## config.mk

```make
export PLATFORM = sky130hd
export DESIGN_NAME = axis_byte_packer
export DESIGN_NICKNAME = d
export VERILOG_FILES = /design/src/rtl/axis_packer_pkg.sv /design/src/rtl/axis_packer_out_reg.sv /design/src/rtl/axis_byte_packer.sv
export SDC_FILE = /design/constraint.sdc
export NUM_CORES = 1
export LEC_CHECK = 0
export CORE_ASPECT_RATIO = 0.9
export CORE_MARGIN = 1.5
export CORE_UTILIZATION = 57
export DETAILED_ROUTE_END_ITERATION = 8
export PLACE_DENSITY = 0.92
export SLEW_MARGIN = 20
export SYNTH_ARGS = -nofsm -noshare
export SYNTH_HDL_FRONTEND = slang
export SYNTH_HIERARCHICAL = 1
export SYNTH_SLANG_ARGS = --single-unit
```

## constraint.sdc

```tcl
create_clock -name aclk -period 7 [get_ports aclk]
set_clock_uncertainty 0.1 [all_clocks]
set_input_delay 1.05 -clock aclk [delete_from_list [all_inputs] [get_ports aclk]]
set_output_delay 1.05 -clock aclk [all_outputs]
set_load 0.02 [all_outputs]
```

## src/rtl/axis_packer_pkg.sv

```systemverilog
// rtl/axis_packer_pkg.sv - shared types, widths and helpers for the byte packer
//
// Purpose: common definitions for axis_byte_packer and its output register.
//   out_state_t  : output holding register state (EMPTY/FULL)
//   keep_mask()  : LSB-contiguous byte-valid mask with n low bits set
//   CNT_W, FC_W  : counter widths for the default configuration
// Ports: none (package).
package axis_packer_pkg;

    typedef enum logic {
        EMPTY = 1'b0,
        FULL  = 1'b1
    } out_state_t;

    // Widest word the mask helper covers; callers size-cast to BYTES.
    localparam int MAX_BYTES       = 64;
    localparam int DEF_BYTES       = 4;
    localparam int DEF_FRAME_WORDS = 16;
    localparam int CNT_W           = $clog2(DEF_BYTES);
    localparam int FC_W            = (DEF_FRAME_WORDS > 1) ? $clog2(DEF_FRAME_WORDS) : 1;

    function automatic logic [MAX_BYTES-1:0] keep_mask(input int n);
        logic [MAX_BYTES-1:0] m;
        m = '0;
        for (int i = 0; i < MAX_BYTES; i++) begin
            if (i < n) begin
                m[i] = 1'b1;
            end
        end
        return m;
    endfunction

endpackage

```

## src/rtl/axis_packer_out_reg.sv

```systemverilog
// rtl/axis_packer_out_reg.sv - single-entry output holding register with valid/ready
//
// Purpose: holds one packed word for the AXI-Stream master side. A load
//   writes data/keep/last and marks the register FULL; a downstream
//   handshake empties it unless a new load arrives on the same edge.
//   Contents stay frozen while tvalid=1 and tready=0.
// Ports:
//   aclk, areset       clock, synchronous active-high reset
//   load               write load_data/keep/last this edge
//   load_data/keep/last word to be stored
//   can_load           register is empty or draining this cycle
//   m_axis_*           AXI-Stream master outputs (tvalid/tready/tdata/tkeep/tlast)
module axis_packer_out_reg
    import axis_packer_pkg::*;
#(
    parameter int BYTES = 4
) (
    input  logic               aclk,
    input  logic               areset,
    input  logic               load,
    input  logic [8*BYTES-1:0] load_data,
    input  logic [BYTES-1:0]   load_keep,
    input  logic               load_last,
    output logic               can_load,
    output logic               m_axis_tvalid,
    input  logic               m_axis_tready,
    output logic [8*BYTES-1:0] m_axis_tdata,
    output logic [BYTES-1:0]   m_axis_tkeep,
    output logic               m_axis_tlast
);

    out_state_t state;
    out_state_t state_next;

    always_ff @(posedge aclk) begin
        if (areset) begin
            state <= EMPTY;
        end else begin
            state <= state_next;
        end
    end

    always_comb begin
        state_next = state;
        case (state)
            EMPTY: begin
                if (load) begin
                    state_next = FULL;
                end
            end
            FULL: begin
                if (load) begin
                    state_next = FULL;
                end else if (m_axis_tready) begin
                    state_next = EMPTY;
                end
            end
            default: state_next = EMPTY;
        endcase
    end

    // Upstream only issues a load when can_load is high, so a FULL word
    // is never overwritten before it has been accepted.
    always_ff @(posedge aclk) begin
        if (areset) begin
            m_axis_tdata <= '0;
            m_axis_tkeep <= '0;
            m_axis_tlast <= 1'b0;
        end else if (load) begin
            m_axis_tdata <= load_data;
            m_axis_tkeep <= load_keep;
            m_axis_tlast <= load_last;
        end
    end

    assign m_axis_tvalid = (state == FULL);
    assign can_load      = (state == EMPTY) || m_axis_tready;

endmodule

```

## src/rtl/axis_byte_packer.sv

```systemverilog
// rtl/axis_byte_packer.sv - 8-bit to BYTES-wide AXI-Stream packer with framing and flush
//
// Purpose: packs consecutive input bytes little-endian into BYTES-wide words,
//   emits them with tkeep, raises tlast every FRAME_WORDS words, and on a
//   flush pulse emits the current partial word with tlast.
// Ports:
//   aclk, areset   clock, synchronous active-high reset
//   flush          pulse: emit the partial word (held pending if output busy)
//   s_axis_*       8-bit AXI-Stream slave (tvalid/tready/tdata)
//   m_axis_*       BYTES-wide AXI-Stream master (tvalid/tready/tdata/tkeep/tlast)
module axis_byte_packer
    import axis_packer_pkg::*;
#(
    parameter int BYTES       = 4,
    parameter int FRAME_WORDS = 16
) (
    input  logic               aclk,
    input  logic               areset,
    input  logic               flush,
    input  logic               s_axis_tvalid,
    output logic               s_axis_tready,
    input  logic [7:0]         s_axis_tdata,
    output logic               m_axis_tvalid,
    input  logic               m_axis_tready,
    output logic [8*BYTES-1:0] m_axis_tdata,
    output logic [BYTES-1:0]   m_axis_tkeep,
    output logic               m_axis_tlast
);

    localparam int DW  = 8 * BYTES;
    localparam int CW  = (BYTES == DEF_BYTES) ? CNT_W : $clog2(BYTES);
    localparam int FWW = (FRAME_WORDS == DEF_FRAME_WORDS) ? FC_W :
                         ((FRAME_WORDS > 1) ? $clog2(FRAME_WORDS) : 1);
    localparam logic [CW-1:0]  CNT_LAST = CW'(BYTES - 1);
    localparam logic [FWW-1:0] FC_LAST  = FWW'(FRAME_WORDS - 1);

    logic [DW-1:0]  acc;
    logic [CW-1:0]  cnt;
    logic [FWW-1:0] fc;
    logic           flush_pend;

    logic           can_load;
    logic           acc_hs;
    logic [DW-1:0]  word_next;
    logic [CW:0]    n_held;
    logic           has_data;
    logic           flush_req;
    logic           complete;
    logic           flush_load;
    logic           load;
    logic           load_last;
    logic [BYTES-1:0] load_keep;

    // Only the byte that would complete a word has to wait for the output
    // register; earlier lanes keep filling while the output is stalled.
    assign s_axis_tready = !areset && ((cnt != CNT_LAST) || can_load);
    assign acc_hs        = s_axis_tvalid && s_axis_tready;

    // Accumulator including the byte accepted this cycle, so a flush on the
    // same edge carries that byte too.
    always_comb begin
        word_next = acc;
        for (int k = 0; k < BYTES; k++) begin
            if (acc_hs && (cnt == CW'(k))) begin
                word_next[8*k +: 8] = s_axis_tdata;
            end
        end
    end

    assign n_held     = {1'b0, cnt} + {{CW{1'b0}}, acc_hs};
    assign has_data   = (n_held != '0);
    assign flush_req  = flush || flush_pend;
    assign complete   = acc_hs && (cnt == CNT_LAST);
    assign flush_load = flush_req && has_data && can_load;
    assign load       = complete || flush_load;
    assign load_last  = flush_load || (fc == FC_LAST);
    assign load_keep  = BYTES'(keep_mask(int'(n_held)));

    always_ff @(posedge aclk) begin
        if (areset) begin
            acc        <= '0;
            cnt        <= '0;
            fc         <= '0;
            flush_pend <= 1'b0;
        end else begin
            if (load) begin
                acc <= '0;
                cnt <= '0;
                if (flush_load || (fc == FC_LAST)) begin
                    fc <= '0;
                end else begin
                    fc <= fc + 1'b1;
                end
            end else if (acc_hs) begin
                acc <= word_next;
                cnt <= cnt + 1'b1;
            end
            // A flush with nothing held is dropped; one that cannot load yet
            // waits here until the output register frees up.
            flush_pend <= flush_req && has_data && !load;
        end
    end

    axis_packer_out_reg #(
        .BYTES (BYTES)
    ) u_out_reg (
        .aclk          (aclk),
        .areset        (areset),
        .load          (load),
        .load_data     (word_next),
        .load_keep     (load_keep),
        .load_last     (load_last),
        .can_load      (can_load),
        .m_axis_tvalid (m_axis_tvalid),
        .m_axis_tready (m_axis_tready),
        .m_axis_tdata  (m_axis_tdata),
        .m_axis_tkeep  (m_axis_tkeep),
        .m_axis_tlast  (m_axis_tlast)
    );

endmodule
```

==> results of run 1 <==
## critical path, stage by stage
cell and delay, ns:
sky130_fd_sc_hd__clkdlybuf4s50_1 0.47, sky130_fd_sc_hd__buf_4 0.39, sky130_fd_sc_hd__nand2b_1 0.87, sky130_fd_sc_hd__nor2_1 0.10, sky130_fd_sc_hd__ha_1 0.24, sky130_fd_sc_hd__inv_1 0.06, sky130_fd_sc_hd__ha_1 0.14, sky130_fd_sc_hd__nor3_2 0.09
sky130_fd_sc_hd__o21ai_4 0.61, sky130_fd_sc_hd__buf_4 0.47, sky130_fd_sc_hd__mux2i_1 0.28, sky130_fd_sc_hd__nor2_1 0.07
## layer usage
layer,up-vias,wire length [um]
met1,1309,3235
li1,1349,-
met2,106,3491
met5,-,0
met4,0,222
met3,28,409
## final cells by class
type / count / share of cell area, %
Tap cell: 70 / 2.212
Sequential cell: 77 / 38.94
Clock buffer: 11 / 3.571
Multi-Input combinational cell: 242 / 37.99
Inverter: 19 / 1.802
Clock inverter: 4 / 1.833
Timing Repair Buffer: 55 / 13.65
## power groups by stage
stage	combinational (uW)	clock [uW]	sequential, uW
floorplan	61.5	0	460
global placement	81.9	0	457
detailed placement	83.9	0	457
CTS	84.3	366	447
global route	91.2	384	448
finish	85.1	362	447
## per-stage QoR
| stage | util [%] | instance area (um2) | setup WS (ns) | power (uW) |
|---|---|---|---|---|
| floorplan | - | 3329 | 3.625 | 521.8 |
| global placement | 66.16 | 3745 | 2.124 | 538.9 |
| detailed placement | 66.16 | 3745 | 1.972 | 541.4 |
| global route | 69.94 | 3959 | 2.050 | 922.7 |
| finish | 69.94 | 3959 | 2.257 | 894.1 |
| CTS | 69.94 | 3959 | 2.346 | 897.2 |
## synthesized netlist by cell type, types with 3 or more instances
cell | number | share of area [%]
sky130_fd_sc_hd__nand2_1 | 35 | 3.9
sky130_fd_sc_hd__nand4_1 | 24 | 4.5
sky130_fd_sc_hd__o21ai_0 | 14 | 2.1
sky130_fd_sc_hd__clkbuf_1 | 3 | 0.34
sky130_fd_sc_hd__ha_1 | 8 | 3.0
sky130_fd_sc_hd__buf_4 | 3 | 0.68
sky130_fd_sc_hd__nor2_1 | 49 | 5.5
sky130_fd_sc_hd__buf_2 | 12 | 1.8
sky130_fd_sc_hd__buf_6 | 8 | 2.7
sky130_fd_sc_hd__dfxtp_1 | 77 | 46
sky130_fd_sc_hd__a21oi_1 | 30 | 4.5
sky130_fd_sc_hd__mux2i_1 | 37 | 11
sky130_fd_sc_hd__nand3_1 | 3 | 0.45
sky130_fd_sc_hd__inv_1 | 18 | 2.0
sky130_fd_sc_hd__o31ai_1 | 24 | 5.4
sky130_fd_sc_hd__nand2b_1 | 3 | 0.56
## placed cells by master (no fill, tap or decap), types with 2 or more instances in the layout
master,n
sky130_fd_sc_hd__o21ai_0,13
sky130_fd_sc_hd__nor2_1,49
sky130_fd_sc_hd__o31ai_1,24
sky130_fd_sc_hd__nand4_1,24
sky130_fd_sc_hd__inv_1,18
sky130_fd_sc_hd__buf_4,4
sky130_fd_sc_hd__a21oi_1,30
sky130_fd_sc_hd__dfxtp_1,77
sky130_fd_sc_hd__nand2_1,35
sky130_fd_sc_hd__nand3b_1,2
sky130_fd_sc_hd__nand2b_1,3
sky130_fd_sc_hd__bufinv_16,2
sky130_fd_sc_hd__clkbuf_8,10
sky130_fd_sc_hd__ha_1,8
sky130_fd_sc_hd__nand3_1,3
sky130_fd_sc_hd__mux2i_1,37
sky130_fd_sc_hd__a21oi_2,2
sky130_fd_sc_hd__clkdlybuf4s50_1,51
## kinds of logic after synthesis
kind of cell,Yosys count,share of synthesized area (%)
muxes,37,11.12
DFF,77,46.30
buffers and inverters,47,8.869
and+or+nand+nor,123,17.10
AOI/OAI and AO/OA,74,13.60
adders and majority gates,8,3.007
## flip-flops by register name, summed over array words and instances, names as in the netlist
signal / count
flush_pend: 1
u_out_reg/m_axis_tkeep: 4
u_out_reg/m_axis_tdata: 32
fc: 4
cnt: 2
u_out_reg/m_axis_tlast: 1
acc: 32
u_out_reg/m_axis_tvalid: 1
## worst max-delay path by stage
| stage | cells after the start | startpoint | to |
|---|---|---|---|
| 4_1_cts | 12 | areset | u_out_reg/m_axis_tdata[22] |
| 6_report | 12 | areset | u_out_reg/m_axis_tdata[22] |
| 3_5_place_dp | 12 | areset | u_out_reg/m_axis_tdata[22] |
| 2_1_floorplan | 14 | m_axis_tready | u_out_reg/m_axis_tdata[16] |
| 3_3_place_gp | 12 | areset | u_out_reg/m_axis_tdata[13] |
| 5_1_grt | 12 | areset | u_out_reg/m_axis_tdata[21] |
==> results.toml, run 1 <==
[worst_hold_path]
sink_of_the_worst_hold_path = "acc[25]"
timing.hold.worst.class = "flop to flop"
worstHoldPathCells = 2
min_from = "acc[25]"

[global_routing]
grtUsageMet3_pct = 6.501
grtUsageTotal_pct = 24.11
use_met2_pct = 43.37
grt-ovfl-total = 0
grt-busiest-layer = "met2"
grt_max_degree = 46
initial_antenna_violation_count = 0
use_met1_pct = 28.16
global_route_wire_length_before_repair_um = 11930
via_count_of_the_first_global_routing_pass = 2535

[place]
globalplace.congestion = 0.7993
placed_cells_incl_taps = 463
port-buffer-count = 51
place.detailed.hpwl_um = 4868

[outcome]
run_status = "completed"

[clocking]
clkSinkCount = 77
cts_hold_repair.buffers = 0
ctsResizeCount = 0
clk_pin_slew_ns = 0.07
cts_post_setup_buffers_inserted = 0
cts_htree_levels = 3
cts_buffers = 9
clkLatencyLatePin_ns = 0.35
clock_path_buffers = 2
clock_tree_from_tritoncts = "built"
cts-root-buf = "sky130_fd_sc_hd__clkbuf_8"

[yosys]
ys_dominant_reg_cell = "sky130_fd_sc_hd__dfxtp_1"
ys_seq_elements = 77
syn_nets = 387
synthArstFlopShare_pct = 0
post_synth_num_cell_types = 31
syn_area_um2 = 3329
syn-mean-instance-area_um2 = 9.097
synthCells = 366
seq_area_frac_synth_pct = 46.30
synth_edf_count = 0
ys.warnings.count = 6

[setup_path]
reg_to_reg_start = "cnt[0]"
crit_path_max_fanout = 45
crit-reg2reg-capture = "u_out_reg/m_axis_tdata[22]"
startpoint_type = "primary input"
r2r_slack_ns = 3.49
worst-endpoint-arrival_ns = 4.86
setup.worst_path.end_class = "flop"
required_ns = 7.12
worstRegToRegCells = 12
criticalPathCategory = "primary input to flop"

[power]
power.switching_fraction_pct = 23.48
power_frac_seq_pct = 50.0
switchingPower_uw = 210.0
power.share.combinational_pct = 9.5
p_leak_uw = 0.001529
internal_power_uw = 684.2
max-vdd-ir-drop_mv = 0.1922
clkPwrFrac_pct = 40.5
power_density_nw_per_um2 = 225.9

[route]
postRouteAntennaNets = 0
average_wire_per_standard_cell_um = 15.39
route.detailed.vias_per_inst = 5.841
drtPass1Iterations = 6
num_vias = 2792
drt_drc_violations_left = 0
detailedRoute.firstIterationViolations = 289
totalWireLength_um = 7358

[timing]
finalSetupViolations = 0
rsz0062_at_grt = "false"
setup_total_negative_slack_ns = 0
slew_headroom_pct = 30.06
post-route-min-period_ns = 4.743
finalCritPeriodShare_pct = 67.75
finalHoldViolCount = 0
final_max_slew_viol_count = 0
fmax_mhz = 210.9
tightestPinTransition_ns = 1.049
final.hold.worst_slack_ns = 0.3302

[layout]
multi_input_area_um2 = 1504
num_antenna_cells = 0
num-fill-cells = 458
final-instance-count-excl-fill = 478
final-seq-area_um2 = 1541
drive_above_1_share_pct = 5.882
final_net_count = 425
areaGrowthSynthToFinish_pct = 18.90

[die]
die_height_um = 75.51
floorplan.core_area_um2 = 5660
top_level_ports = 52
fp.dieArea_um2 = 6309
die_width_um = 83.56
starting_utilization_of_the_core_area_pct = 58.82
rows = 26

[flow_run]
maxCapViolCount = 0
No activity file was read; power rests on OpenSTA's default activity.
==> inputs of run 2 (changes only) <==
- CORE_UTILIZATION: 57 -> 53
- PLACE_DENSITY: 0.92 -> 0.87
- clock period: 7 -> 4.88 ns (I/O delays scaled with it)
==> run 2 against run 1 <==
Against the previous run: final area rose by 1.0%; cell count increased by 0.84%; non-clock buffer count rose by 1; clock power is 57% higher; critical endpoint is now u_out_reg/m_axis_tdata[14]; largest cell class unchanged; largest power group unchanged; highest routed layer unchanged.
==> results.toml, run 2 (same netlist as run 1, synthesis figures left out) <==
[setup_path]
worst-endpoint-arrival_ns = 3.72
r2r_slack_ns = 1.70
startpoint_type = "primary input"
crit-reg2reg-capture = "u_out_reg/m_axis_tdata[14]"
setup.worst_path.end_class = "flop"
worstRegToRegCells = 11
crit_path_max_fanout = 27
reg_to_reg_start = "cnt[0]"
criticalPathCategory = "primary input to flop"
required_ns = 5.00

[route]
num_vias = 2753
drtPass1Iterations = 5
postRouteAntennaNets = 0
average_wire_per_standard_cell_um = 15.36
route.detailed.vias_per_inst = 5.712
detailedRoute.firstIterationViolations = 241
drt_drc_violations_left = 0
totalWireLength_um = 7402

[timing]
setup_ws_ns = 1.283
tightestPinTransition_ns = 0.8653
finalCritPeriodShare_pct = 73.70
slew_headroom_pct = 42.31
finalSetupViolations = 0
fmax_mhz = 278.0
setup_total_negative_slack_ns = 0
final_max_slew_viol_count = 0
finalHoldViolCount = 0
rsz0062_at_grt = "false"
post-route-min-period_ns = 3.597

[power]
switchingPower_uw = 304.7
power_frac_seq_pct = 48.2
power.share.combinational_pct = 9.2
clkPwrFrac_pct = 42.6
power_density_nw_per_um2 = 332.9
p_leak_uw = 0.001554
internal_power_uw = 1027
power.switching_fraction_pct = 22.89
max-vdd-ir-drop_mv = 0.2799

[clocking]
clock_tree_from_tritoncts = "built"
clkSinkCount = 77
ctsResizeCount = 0
clkLatencyLatePin_ns = 0.35
cts_hold_repair.buffers = 0
clock_path_buffers = 2
cts_htree_levels = 3
cts-root-buf = "sky130_fd_sc_hd__clkbuf_8"
cts_buffers = 9
cts_post_setup_buffers_inserted = 0
clk_pin_slew_ns = 0.08

[place]
place.detailed.hpwl_um = 4840
globalplace.congestion = 0.8076
post_dp_cell_area_um2 = 3755
pre_cts_slack_ns = 0.9177
port-buffer-count = 51
placed_cells_incl_taps = 466

[worst_hold_path]
worstHoldPathCells = 2
timing.hold.worst.class = "flop to flop"
min_from = "acc[24]"
sink_of_the_worst_hold_path = "acc[24]"

[layout]
layout_commonest_cell = "sky130_fd_sc_hd__dfxtp_1"
drive_above_1_share_pct = 6.585
num_antenna_cells = 0
layout_top_registers = "acc x32, u_out_reg/m_axis_tdata x32"
final_net_count = 426
finished_layout_cell_area_um2 = 3999
areaGrowthSynthToFinish_pct = 20.11
final-instance-count-excl-fill = 482
most-common-layout-cells = "sky130_fd_sc_hd__dfxtp_1, sky130_fd_sc_hd__clkdlybuf4s50_1, sky130_fd_sc_hd__nor2_1"

[outcome]
run_status = "completed"

[die]
floorplan.core_area_um2 = 6081
die_height_um = 78.19
rows = 27
die_width_um = 86.55
starting_utilization_of_the_core_area_pct = 54.75
fp.dieArea_um2 = 6767
top_level_ports = 52

[global_routing]
grtUsageTotal_pct = 23.21
grt_max_degree = 45
use_met1_pct = 28.62
use_met2_pct = 37.03
initial_antenna_violation_count = 0
global_route_wire_length_before_repair_um = 12320
grtUsageMet3_pct = 8.097
grt-busiest-layer = "met2"
via_count_of_the_first_global_routing_pass = 2692
grt-ovfl-total = 0

[flow_run]
maxCapViolCount = 0
-- run 2: cell types whose count changed in the layout (fill, tap and decap cells not counted), sizes merged --
cell,previous run,this run
clkbuf,11,13
clkinvlp,1,0
buf,4,5
-- run 2: worst max path at each step --
stage | endpoint | depth (start not counted) | start | slack [ns]
floorplan | u_out_reg/m_axis_tdata[16] | 14 | m_axis_tready | 1.82
global placement | u_out_reg/m_axis_tdata[13] | 12 | areset | 1.06
detailed placement | u_out_reg/m_axis_tdata[14] | 12 | s_axis_tvalid | 0.92
CTS | u_out_reg/m_axis_tdata[14] | 12 | s_axis_tvalid | 1.27
global route | u_out_reg/m_axis_tdata[30] | 12 | s_axis_tvalid | 1.06
finish | u_out_reg/m_axis_tdata[14] | 12 | s_axis_tvalid | 1.28
-- run 2: layout make-up --
| type | count | area (um2) |
|---|---|---|
| clock inverters | 3 | 65.06 |
| flip-flops and latches | 77 | 1541 |
| clock buffers | 13 | 178.9 |
| inverters | 19 | 71.32 |
| repair buffers | 56 | 548.0 |
| fillers | 486 | 2082 |
| well taps | 72 | 90.09 |
| multi-input cells | 242 | 1504 |
-- run 2: worst max-delay path: stages --
cell and delay, ns:
sky130_fd_sc_hd__clkdlybuf4s50_1 0.53, sky130_fd_sc_hd__nand2b_1 0.07, sky130_fd_sc_hd__buf_4 0.22, sky130_fd_sc_hd__nor2_1 0.12
sky130_fd_sc_hd__ha_1 0.19, sky130_fd_sc_hd__inv_1 0.06, sky130_fd_sc_hd__ha_1 0.30, sky130_fd_sc_hd__nor3_2 0.09
sky130_fd_sc_hd__o21ai_4 0.60, sky130_fd_sc_hd__buf_4 0.47, sky130_fd_sc_hd__mux2i_1 0.25, sky130_fd_sc_hd__nor2_1 0.06
-- run 2: per-layer routing --
layer / vias up / routed length, um
met2: 98 / 3516
met5: - / 0
met4: 0 / 204
li1: 1351 / -
met1: 1283 / 3248
met3: 21 / 433
-- run 2: per-stage QoR --
step	hold WS, ns	power [uW]	util, %
2_1_floorplan	0.3104	748.5	-
3_3_place_gp	0.3164	774.2	61.75
3_5_place_dp	0.3213	778.0	61.75
4_1_cts	0.3334	1341	65.76
5_1_grt	0.3634	1376	65.76
6_report	0.3299	1331	65.76
-- run 2: power groups by stage --
stage	registers, uW	logic (uW)	clock network (uW)
2_1_floorplan	660	88.3	0
3_3_place_gp	656	119	0
3_5_place_dp	656	122	0
4_1_cts	641	123	577
5_1_grt	642	132	602
6_report	641	123	567
